==> config.mk <==
export PLATFORM = sky130hd
export DESIGN_NAME = sysmgr_rst_seq_flat
export DESIGN_NICKNAME = d
export VERILOG_FILES = /design/src/rtl/sysmgr_rst_seq_if.sv /design/src/rtl/sysmgr_rst_seq.sv /design/src/flat_wrapper.sv
export SDC_FILE = /design/constraint.sdc
export NUM_CORES = 1
export LEC_CHECK = 0
export BUFFER_PORTS_ARGS = -buffer_cell sky130_fd_sc_hd__buf_4
export CAP_MARGIN = 40
export CORE_AREA = 3 3 104 56
export DETAILED_ROUTE_END_ITERATION = 8
export DIE_AREA = 0 0 107 59
export PLACE_DENSITY_LB_ADDON = 0.25
export SETUP_SLACK_MARGIN = 0.3
export SLEW_MARGIN = 10
export SYNTH_ARGS = -nofsm -noshare
export SYNTH_HDL_FRONTEND = slang
export SYNTH_SLANG_ARGS = --single-unit
==> constraint.sdc <==
create_clock -name clk_in -period 3.8 [get_ports clk_in]
set_input_delay 0.76 -clock clk_in [delete_from_list [all_inputs] [get_ports clk_in]]
set_output_delay 0.76 -clock clk_in [all_outputs]
set_load 0.03 [all_outputs]
==> src/rtl/sysmgr_rst_seq_if.sv <==
// sysmgr_rst_seq_if
//   Groups the lock/request inputs and the reset/status outputs of the
//   reset sequencer into one bundle. Clock and reset are not part of it.
//
//   Signals:
//     pll_lock       PLL lock indication, asynchronous to the sequencer clock
//     soft_rst       one-cycle software reset request
//     rst_out        per-domain active-high reset, bit i = domain i
//     ready          high when every domain is released
//     state          sequencer FSM state, for debug
//     lock_loss_cnt  lock-loss event counter (zero when the counter is not built)
//
//   Modports:
//     master  the side that drives lock/requests and observes resets
//     slave   the sequencer itself
interface sysmgr_rst_seq_if #(
  parameter int N_DOMAINS = 3
);
  logic                 pll_lock;
  logic                 soft_rst;
  logic [N_DOMAINS-1:0] rst_out;
  logic                 ready;
  logic [2:0]           state;
  logic [7:0]           lock_loss_cnt;

  modport master (
    output pll_lock,
    output soft_rst,
    input  rst_out,
    input  ready,
    input  state,
    input  lock_loss_cnt
  );

  modport slave (
    input  pll_lock,
    input  soft_rst,
    output rst_out,
    output ready,
    output state,
    output lock_loss_cnt
  );
endinterface

==> src/rtl/sysmgr_rst_seq.sv <==
// sysmgr_rst_seq
//   Reset sequencer. Synchronises and glitch-filters the PLL lock, then
//   releases N_DOMAINS active-high resets in index order, STAGE_CYCLES apart.
//   Lock loss sends the FSM to FAULT for HOLDOFF cycles; a software request
//   restarts from WAIT_LOCK. All resets are re-asserted in both cases.
//
//   Ports:
//     clk_in  system clock (only clock)
//     rst_in  asynchronous active-high reset
//     bus     sysmgr_rst_seq_if.slave: pll_lock, soft_rst in;
//             rst_out, ready, state, lock_loss_cnt out (all registered)
//
//   Parameters (legal ranges):
//     N_DOMAINS >= 1, SYNC_STAGES >= 2, LOCK_FILTER >= 1,
//     STAGE_CYCLES >= 1, HOLDOFF >= 1
//
//   Build option:
//     SYSMGR_LOCK_LOSS_CNT_EN  when defined, lock_loss_cnt is an 8-bit
//       saturating count of SEQ/RUN -> FAULT transitions, cleared only by
//       rst_in. When undefined, lock_loss_cnt is tied to zero.
module sysmgr_rst_seq #(
  parameter int N_DOMAINS    = 3,
  parameter int SYNC_STAGES  = 2,
  parameter int LOCK_FILTER  = 16,
  parameter int STAGE_CYCLES = 128,
  parameter int HOLDOFF      = 64
) (
  input  logic              clk_in,
  input  logic              rst_in,
  sysmgr_rst_seq_if.slave   bus
);

  // One counter serves FILTER, SEQ and FAULT, so size it for the longest.
  localparam int MAX_AB = (LOCK_FILTER > STAGE_CYCLES) ? LOCK_FILTER : STAGE_CYCLES;
  localparam int MAX_C  = (MAX_AB > HOLDOFF) ? MAX_AB : HOLDOFF;
  localparam int CNT_W  = $clog2(MAX_C + 1);
  localparam int IDX_W  = $clog2(N_DOMAINS + 1);

  localparam logic [CNT_W-1:0] FILTER_LAST = CNT_W'(LOCK_FILTER - 1);
  localparam logic [CNT_W-1:0] STAGE_LAST  = CNT_W'(STAGE_CYCLES - 1);
  localparam logic [CNT_W-1:0] HOLD_LAST   = CNT_W'(HOLDOFF - 1);
  localparam logic [IDX_W-1:0] IDX_LAST    = IDX_W'(N_DOMAINS - 1);

  typedef enum logic [2:0] {
    ST_WAIT_LOCK = 3'd0,
    ST_FILTER    = 3'd1,
    ST_SEQ       = 3'd2,
    ST_RUN       = 3'd3,
    ST_FAULT     = 3'd4
  } state_t;

  state_t               state_q, state_d;
  logic [CNT_W-1:0]     cnt_q, cnt_d;
  logic [IDX_W-1:0]     idx_q, idx_d;
  logic [N_DOMAINS-1:0] rst_out_q, rst_out_d;
  logic                 ready_q, ready_d;
  logic [SYNC_STAGES-1:0] sync_q, sync_d;
  logic                 lock_s;
  logic [N_DOMAINS-1:0] stage_sel;

  // Lock synchroniser: plain shift chain, the FSM only ever sees the last flop.
  assign sync_d = {sync_q[SYNC_STAGES-2:0], bus.pll_lock};
  assign lock_s = sync_q[SYNC_STAGES-1];

  // One-hot decode of the domain currently being released. Clearing only the
  // selected bit guarantees release strictly in index order.
  for (genvar gi = 0; gi < N_DOMAINS; gi++) begin : g_stage_sel
    assign stage_sel[gi] = (idx_q == IDX_W'(gi));
  end

  always_comb begin
    state_d   = state_q;
    cnt_d     = cnt_q;
    idx_d     = idx_q;
    rst_out_d = rst_out_q;
    ready_d   = ready_q;

    case (state_q)
      ST_WAIT_LOCK: begin
        rst_out_d = '1;
        ready_d   = 1'b0;
        if (lock_s) begin
          state_d = ST_FILTER;
          cnt_d   = '0;
        end
      end

      ST_FILTER: begin
        rst_out_d = '1;
        ready_d   = 1'b0;
        if (!lock_s) begin
          // A lock glitch before sequencing is not a fault, just a restart.
          state_d = ST_WAIT_LOCK;
          cnt_d   = '0;
        end else if (bus.soft_rst) begin
          cnt_d = '0;
        end else if (cnt_q == FILTER_LAST) begin
          state_d = ST_SEQ;
          cnt_d   = '0;
          idx_d   = '0;
        end else begin
          cnt_d = cnt_q + CNT_W'(1);
        end
      end

      ST_SEQ, ST_RUN: begin
        if (!lock_s) begin
          // Lock loss outranks a simultaneous software request.
          state_d   = ST_FAULT;
          cnt_d     = '0;
          rst_out_d = '1;
          ready_d   = 1'b0;
        end else if (bus.soft_rst) begin
          state_d   = ST_WAIT_LOCK;
          cnt_d     = '0;
          rst_out_d = '1;
          ready_d   = 1'b0;
        end else if (state_q == ST_RUN) begin
          rst_out_d = '0;
          ready_d   = 1'b1;
        end else if (cnt_q == STAGE_LAST) begin
          rst_out_d = rst_out_q & ~stage_sel;
          cnt_d     = '0;
          idx_d     = idx_q + IDX_W'(1);
          if (idx_q == IDX_LAST) begin
            state_d = ST_RUN;
            ready_d = 1'b1;
          end
        end else begin
          cnt_d = cnt_q + CNT_W'(1);
        end
      end

      ST_FAULT: begin
        rst_out_d = '1;
        ready_d   = 1'b0;
        if (cnt_q == HOLD_LAST) begin
          state_d = ST_WAIT_LOCK;
          cnt_d   = '0;
        end else begin
          cnt_d = cnt_q + CNT_W'(1);
        end
      end

      default: begin
        state_d   = ST_WAIT_LOCK;
        cnt_d     = '0;
        idx_d     = '0;
        rst_out_d = '1;
        ready_d   = 1'b0;
      end
    endcase
  end

  always_ff @(posedge clk_in or posedge rst_in) begin
    if (rst_in) begin
      state_q   <= ST_WAIT_LOCK;
      cnt_q     <= '0;
      idx_q     <= '0;
      rst_out_q <= '1;
      ready_q   <= 1'b0;
      sync_q    <= '0;
    end else begin
      state_q   <= state_d;
      cnt_q     <= cnt_d;
      idx_q     <= idx_d;
      rst_out_q <= rst_out_d;
      ready_q   <= ready_d;
      sync_q    <= sync_d;
    end
  end

  assign bus.rst_out = rst_out_q;
  assign bus.ready   = ready_q;
  assign bus.state   = state_q;

`ifdef SYSMGR_LOCK_LOSS_CNT_EN
  logic       fault_entry;
  logic [7:0] ll_cnt_q, ll_cnt_d;

  // Same condition that moves SEQ/RUN into FAULT in the FSM above.
  assign fault_entry = ((state_q == ST_SEQ) || (state_q == ST_RUN)) && !lock_s;

  always_comb begin
    ll_cnt_d = ll_cnt_q;
    if (fault_entry && (ll_cnt_q != 8'hFF)) begin
      ll_cnt_d = ll_cnt_q + 8'd1;
    end
  end

  always_ff @(posedge clk_in or posedge rst_in) begin
    if (rst_in) begin
      ll_cnt_q <= 8'h00;
    end else begin
      ll_cnt_q <= ll_cnt_d;
    end
  end

  assign bus.lock_loss_cnt = ll_cnt_q;
`else
  assign bus.lock_loss_cnt = 8'h00;
`endif

endmodule

==> src/flat_wrapper.sv <==
// flat-port wrapper written by rule: the top's interface ports become plain ports
module sysmgr_rst_seq_flat 
#(
  parameter int N_DOMAINS    = 3,
  parameter int SYNC_STAGES  = 2,
  parameter int LOCK_FILTER  = 16,
  parameter int STAGE_CYCLES = 128,
  parameter int HOLDOFF      = 64
)
  (clk_in, rst_in, bus_pll_lock, bus_soft_rst, bus_rst_out, bus_ready, bus_state, bus_lock_loss_cnt);
  sysmgr_rst_seq_if #(.N_DOMAINS(N_DOMAINS)) bus_i ();
  input  logic clk_in;
  input  logic rst_in;
  input wire logic [$bits(bus_i.pll_lock)-1:0] bus_pll_lock;
  input wire logic [$bits(bus_i.soft_rst)-1:0] bus_soft_rst;
  output wire logic [$bits(bus_i.rst_out)-1:0] bus_rst_out;
  output wire logic [$bits(bus_i.ready)-1:0] bus_ready;
  output wire logic [$bits(bus_i.state)-1:0] bus_state;
  output wire logic [$bits(bus_i.lock_loss_cnt)-1:0] bus_lock_loss_cnt;
  assign bus_i.pll_lock = bus_pll_lock;
  assign bus_i.soft_rst = bus_soft_rst;
  assign bus_rst_out = bus_i.rst_out;
  assign bus_ready = bus_i.ready;
  assign bus_state = bus_i.state;
  assign bus_lock_loss_cnt = bus_i.lock_loss_cnt;
  sysmgr_rst_seq #(.N_DOMAINS(N_DOMAINS), .SYNC_STAGES(SYNC_STAGES), .LOCK_FILTER(LOCK_FILTER), .STAGE_CYCLES(STAGE_CYCLES), .HOLDOFF(HOLDOFF)) u_core (.clk_in(clk_in), .rst_in(rst_in), .bus(bus_i));
endmodule
==> summary.md <==
| Metric | Value |
|---|---|
| Outcome | completed |
| H-tree levels | 1 |
| Cts repair resizes | 0 |
| Ys async rst share | 100% |
| Min Tclk post-route | 2.00 ns |
| Static leakage | 0.621 nW |
| Vias per std cell | 4.55 |
| GRT Util Overall | 8.83% |
| Metal2 WL | 1120 µm |
| CP Depth | 5 |
| Vias in the first global route | 867 |
| Period utilisation layout | 52.7% |
| Buffer count from post-CTS setup fixing | 0 |
| Worst r2r src | u_core.cnt_q[6]$_DFFE_PP0P_ |
| Initial antenna violation count | 0 |
| Top_reg_cell synth | dfrtp_1 |
| CP required | 3.95 ns |
| YS warnings | 0 |
| Synthesis-to-finish area growth | 12.1% |
| HPWL Detailed | 1840 µm |
| Worst Hold Class | flop to flop |
| Clock-pin slew on the worst setup and hold paths | 0.08 ns |
| Vias | 955 |
| EDFF count, synth | 0 |
| Max-Cap Viols | 0 |
| Io pins | 19 |
| Pwr dens | 550 nW/µm² |
| Initial Utilization | 25.3% |
| Worst Hold End | u_core.sync_q[1]$_DFF_PP0_ |
| Final hold vios | 0 |
| Highest Clock Rate | 500 MHz |
| WHS | 0.350 ns |
| Post-Syn Instances | 131 |
| Mapped Avg Cell Area | 9.54 µm² |
| Worst slew pin tran | 0.757 ns |
| RSZ-0062 raised after global routing | no |
| Relative slew slack | 49.5% |
| DRC | 0 |
| Number of fill cells | 539 |
| Layout cells sized above 1 | 18.6% |
| Setup Crit Path Kind | flop to flop |
| CP max stage delay | 0.58 ns |
| Root buffer cell | clkbuf_8 |
| Ant. Diodes | 0 |
| Final Cell Area | 1400 µm² |
| DP Cell Count | 206 |
| Worst path bufs/invs | 0 |
| Clock Sink Count | 19 |
| Placed instance area | 1360 µm² |
| Die area | 6310 µm² |
| Max Used Layer | met4 |
| Reg2reg end | u_core.cnt_q[0]$_DFFE_PP0P_ |
| Port Buffers | 10 |
| CTS tree | built |
| Min-delay src | u_core.sync_q[0]$_DFF_PP0_ |
| Synth Register Bits | 19 |
| Worst vdd ir | 0.134 mV |
| First-pass GRT wire length | 4400 µm |
| FF/Latch Area | 479 µm² |
| Post-synth top area cell | dfrtp_1 |
| Die W | 107 µm |
| Final slew viol count | 0 |
| Share of the synthesized area in the top cell type | 32.0% |
| Worst skew pair latency | 0.26 ns |
| Pre-antenna DRT Iters | 4 |
| Deepest clock path buffer count | 2 |
| Max FO, Critical Path | 7 |
| Critical-path cell list | or4_4 > o211ai_2 > o211ai_2 > and2_4 > mux2_2 |
| # setup viols final | 0 |
| WL met3 | 108 µm |
| Delay-heaviest family, CP | simple AND/OR/NAND/NOR gates |
| Hold Path Stages | 0 |
| Met1 WL | 1300 µm |
| Final Skew | 0.00683 ns |
| Seq/Total Area, Yosys | 38.3% |
| Most common cell after layout, fill and taps aside | dfrtp_1 |
| Hold-fix buffers, CTS | 0 |
| Worst Setup Start Kind | flop |
| Largest net degree at the start of global routing | 20 |
| DRT antenna net count | 0 |
| Cell area after synthesis | 1250 µm² |
| Most frequent cells in the layout | 16 x dfrtp_1, 11 x nand2_1, 10 x nor2_1, 10 x buf_4, 8 x conb_1 |
| Crit path DAT | 2.16 ns |
| Num rows | 18 |
| Iter 0 DRT Violations | 60 |
| Finished Layout Cells | 210 |
| Chip height | 59 µm |
| Total Neg Setup Slack | 0 ns |
| Setup crit end kind | flop |
| RePlAce Congestion | 0.817 |
| Worst R2R Path Depth | 5 |
| Critical path's slowest cell | or4_4 |
| GRT overflow | 0 |
| Synth unique cells | 50 |
| Crit path top cell by count | o211ai_2 |
| CTS buffer count | 3 |
| Ranking of synthesized cells by area | dfrtp_1 32%, dfstp_2 6.3%, buf_4 4.8% |
| WL per Instance | 12.2 µm |
| Final nets | 149 |
| Flop2flop setup slack | 1.80 ns |
| Multi-input logic area | 687 µm² |
| Routed wire length | 2560 µm |
| CORE AREA | 4930 µm² |
[synthesized netlist by cell type, types with 2 or more instances]
master,n
o32ai_1,2
nor3_2,2
clkbuf_1,2
inv_1,7
a21oi_1,3
nor2_1,10
o211ai_2,2
nor3_1,2
nor3b_1,2
nor4b_1,2
o22ai_1,2
ha_1,4
dfrtp_1,16
dfstp_2,3
o21ai_1,5
nand2b_1,5
nand2_1,11
a31o_1,3
mux2i_1,2
a22o_1,4
a21o_1,4
buf_4,8
nand3_1,3
[sequential cells by signal (all words and copies together) (netlist names)]
register / flops
u_core.sync_q: 2
u_core.bus.state: 3
u_core.cnt_q: 8
u_core.idx_q: 2
u_core.bus.ready: 1
u_core.bus.rst_out: 3
[report_power, final]
part / switching (mW) / internal, mW / leakage (nW) / total, mW
registers: 0.0676 / 0.232 / 0.246 / 0.300
clock network: 0.0734 / 0.0731 / 0.0255 / 0.146
logic: 0.181 / 0.143 / 0.349 / 0.325
[final cells by class]
type,instances,share of cell area (%)
multi-input cells,100,49.0
flip-flops and latches,19,34.2
well taps,70,6.25
repair buffers,10,5.36
clock buffers,3,2.95
inverters,7,1.88
clock inverters,1,0.357
[worst register-to-register path, cell delays in order, from the launching register on]
cell and delay [ns]:
dfrtp_1 0.48, or4_4 0.58, o211ai_2 0.20, o211ai_2 0.18, and2_4 0.20, mux2_2 0.25
[worst max-delay path by stage]
stage	start	to	slack [ns]
2_1_floorplan	u_core.cnt_q[6]$_DFFE_PP0P_	u_core.cnt_q[0]$_DFFE_PP0P_	1.93
3_3_place_gp	bus_soft_rst	u_core.cnt_q[0]$_DFFE_PP0P_	1.71
3_5_place_dp	bus_soft_rst	u_core.cnt_q[0]$_DFFE_PP0P_	1.68
4_1_cts	u_core.cnt_q[6]$_DFFE_PP0P_	u_core.cnt_q[0]$_DFFE_PP0P_	1.81
5_1_grt	u_core.cnt_q[0]$_DFFE_PP0P_	u_core.idx_q[1]$_DFFE_PP0P_	1.64
6_report	u_core.cnt_q[6]$_DFFE_PP0P_	u_core.cnt_q[0]$_DFFE_PP0P_	1.80
[layer usage]
| layer | vias to the layer above | track usage (%) |
|---|---|---|
| li1 | 482 | - |
| met4 | 0 | 1.64 |
| met2 | 20 | 13.9 |
| met3 | 5 | 2.61 |
| met5 | - | 0 |
| met1 | 448 | 12.3 |
[per-stage QoR]
stage	worst slack (ns)	util (%)	total power, mW
floorplan	1.93	-	0.557
global placement	1.71	27.5	0.631
detailed placement	1.68	27.5	0.628
CTS	1.81	28.4	0.779
global route	1.64	28.4	0.835
finish	1.80	28.4	0.771
[cell families (layout without fill, tap and decap cells)]
kind of cell | count (synthesis) | after routing | share of synthesized area [%]
mux | 3 | 3 | 2.50
compound gates | 34 | 34 | 20.9
xor+xnor | 2 | 2 | 1.40
simple gates | 49 | 49 | 23.7
other cells | 1 | 8 | 0.300
buf+inv | 19 | 21 | 8.81
fa+ha+maj | 4 | 4 | 4.00
flops | 19 | 19 | 38.3
(Power assumes the default switching activity.)
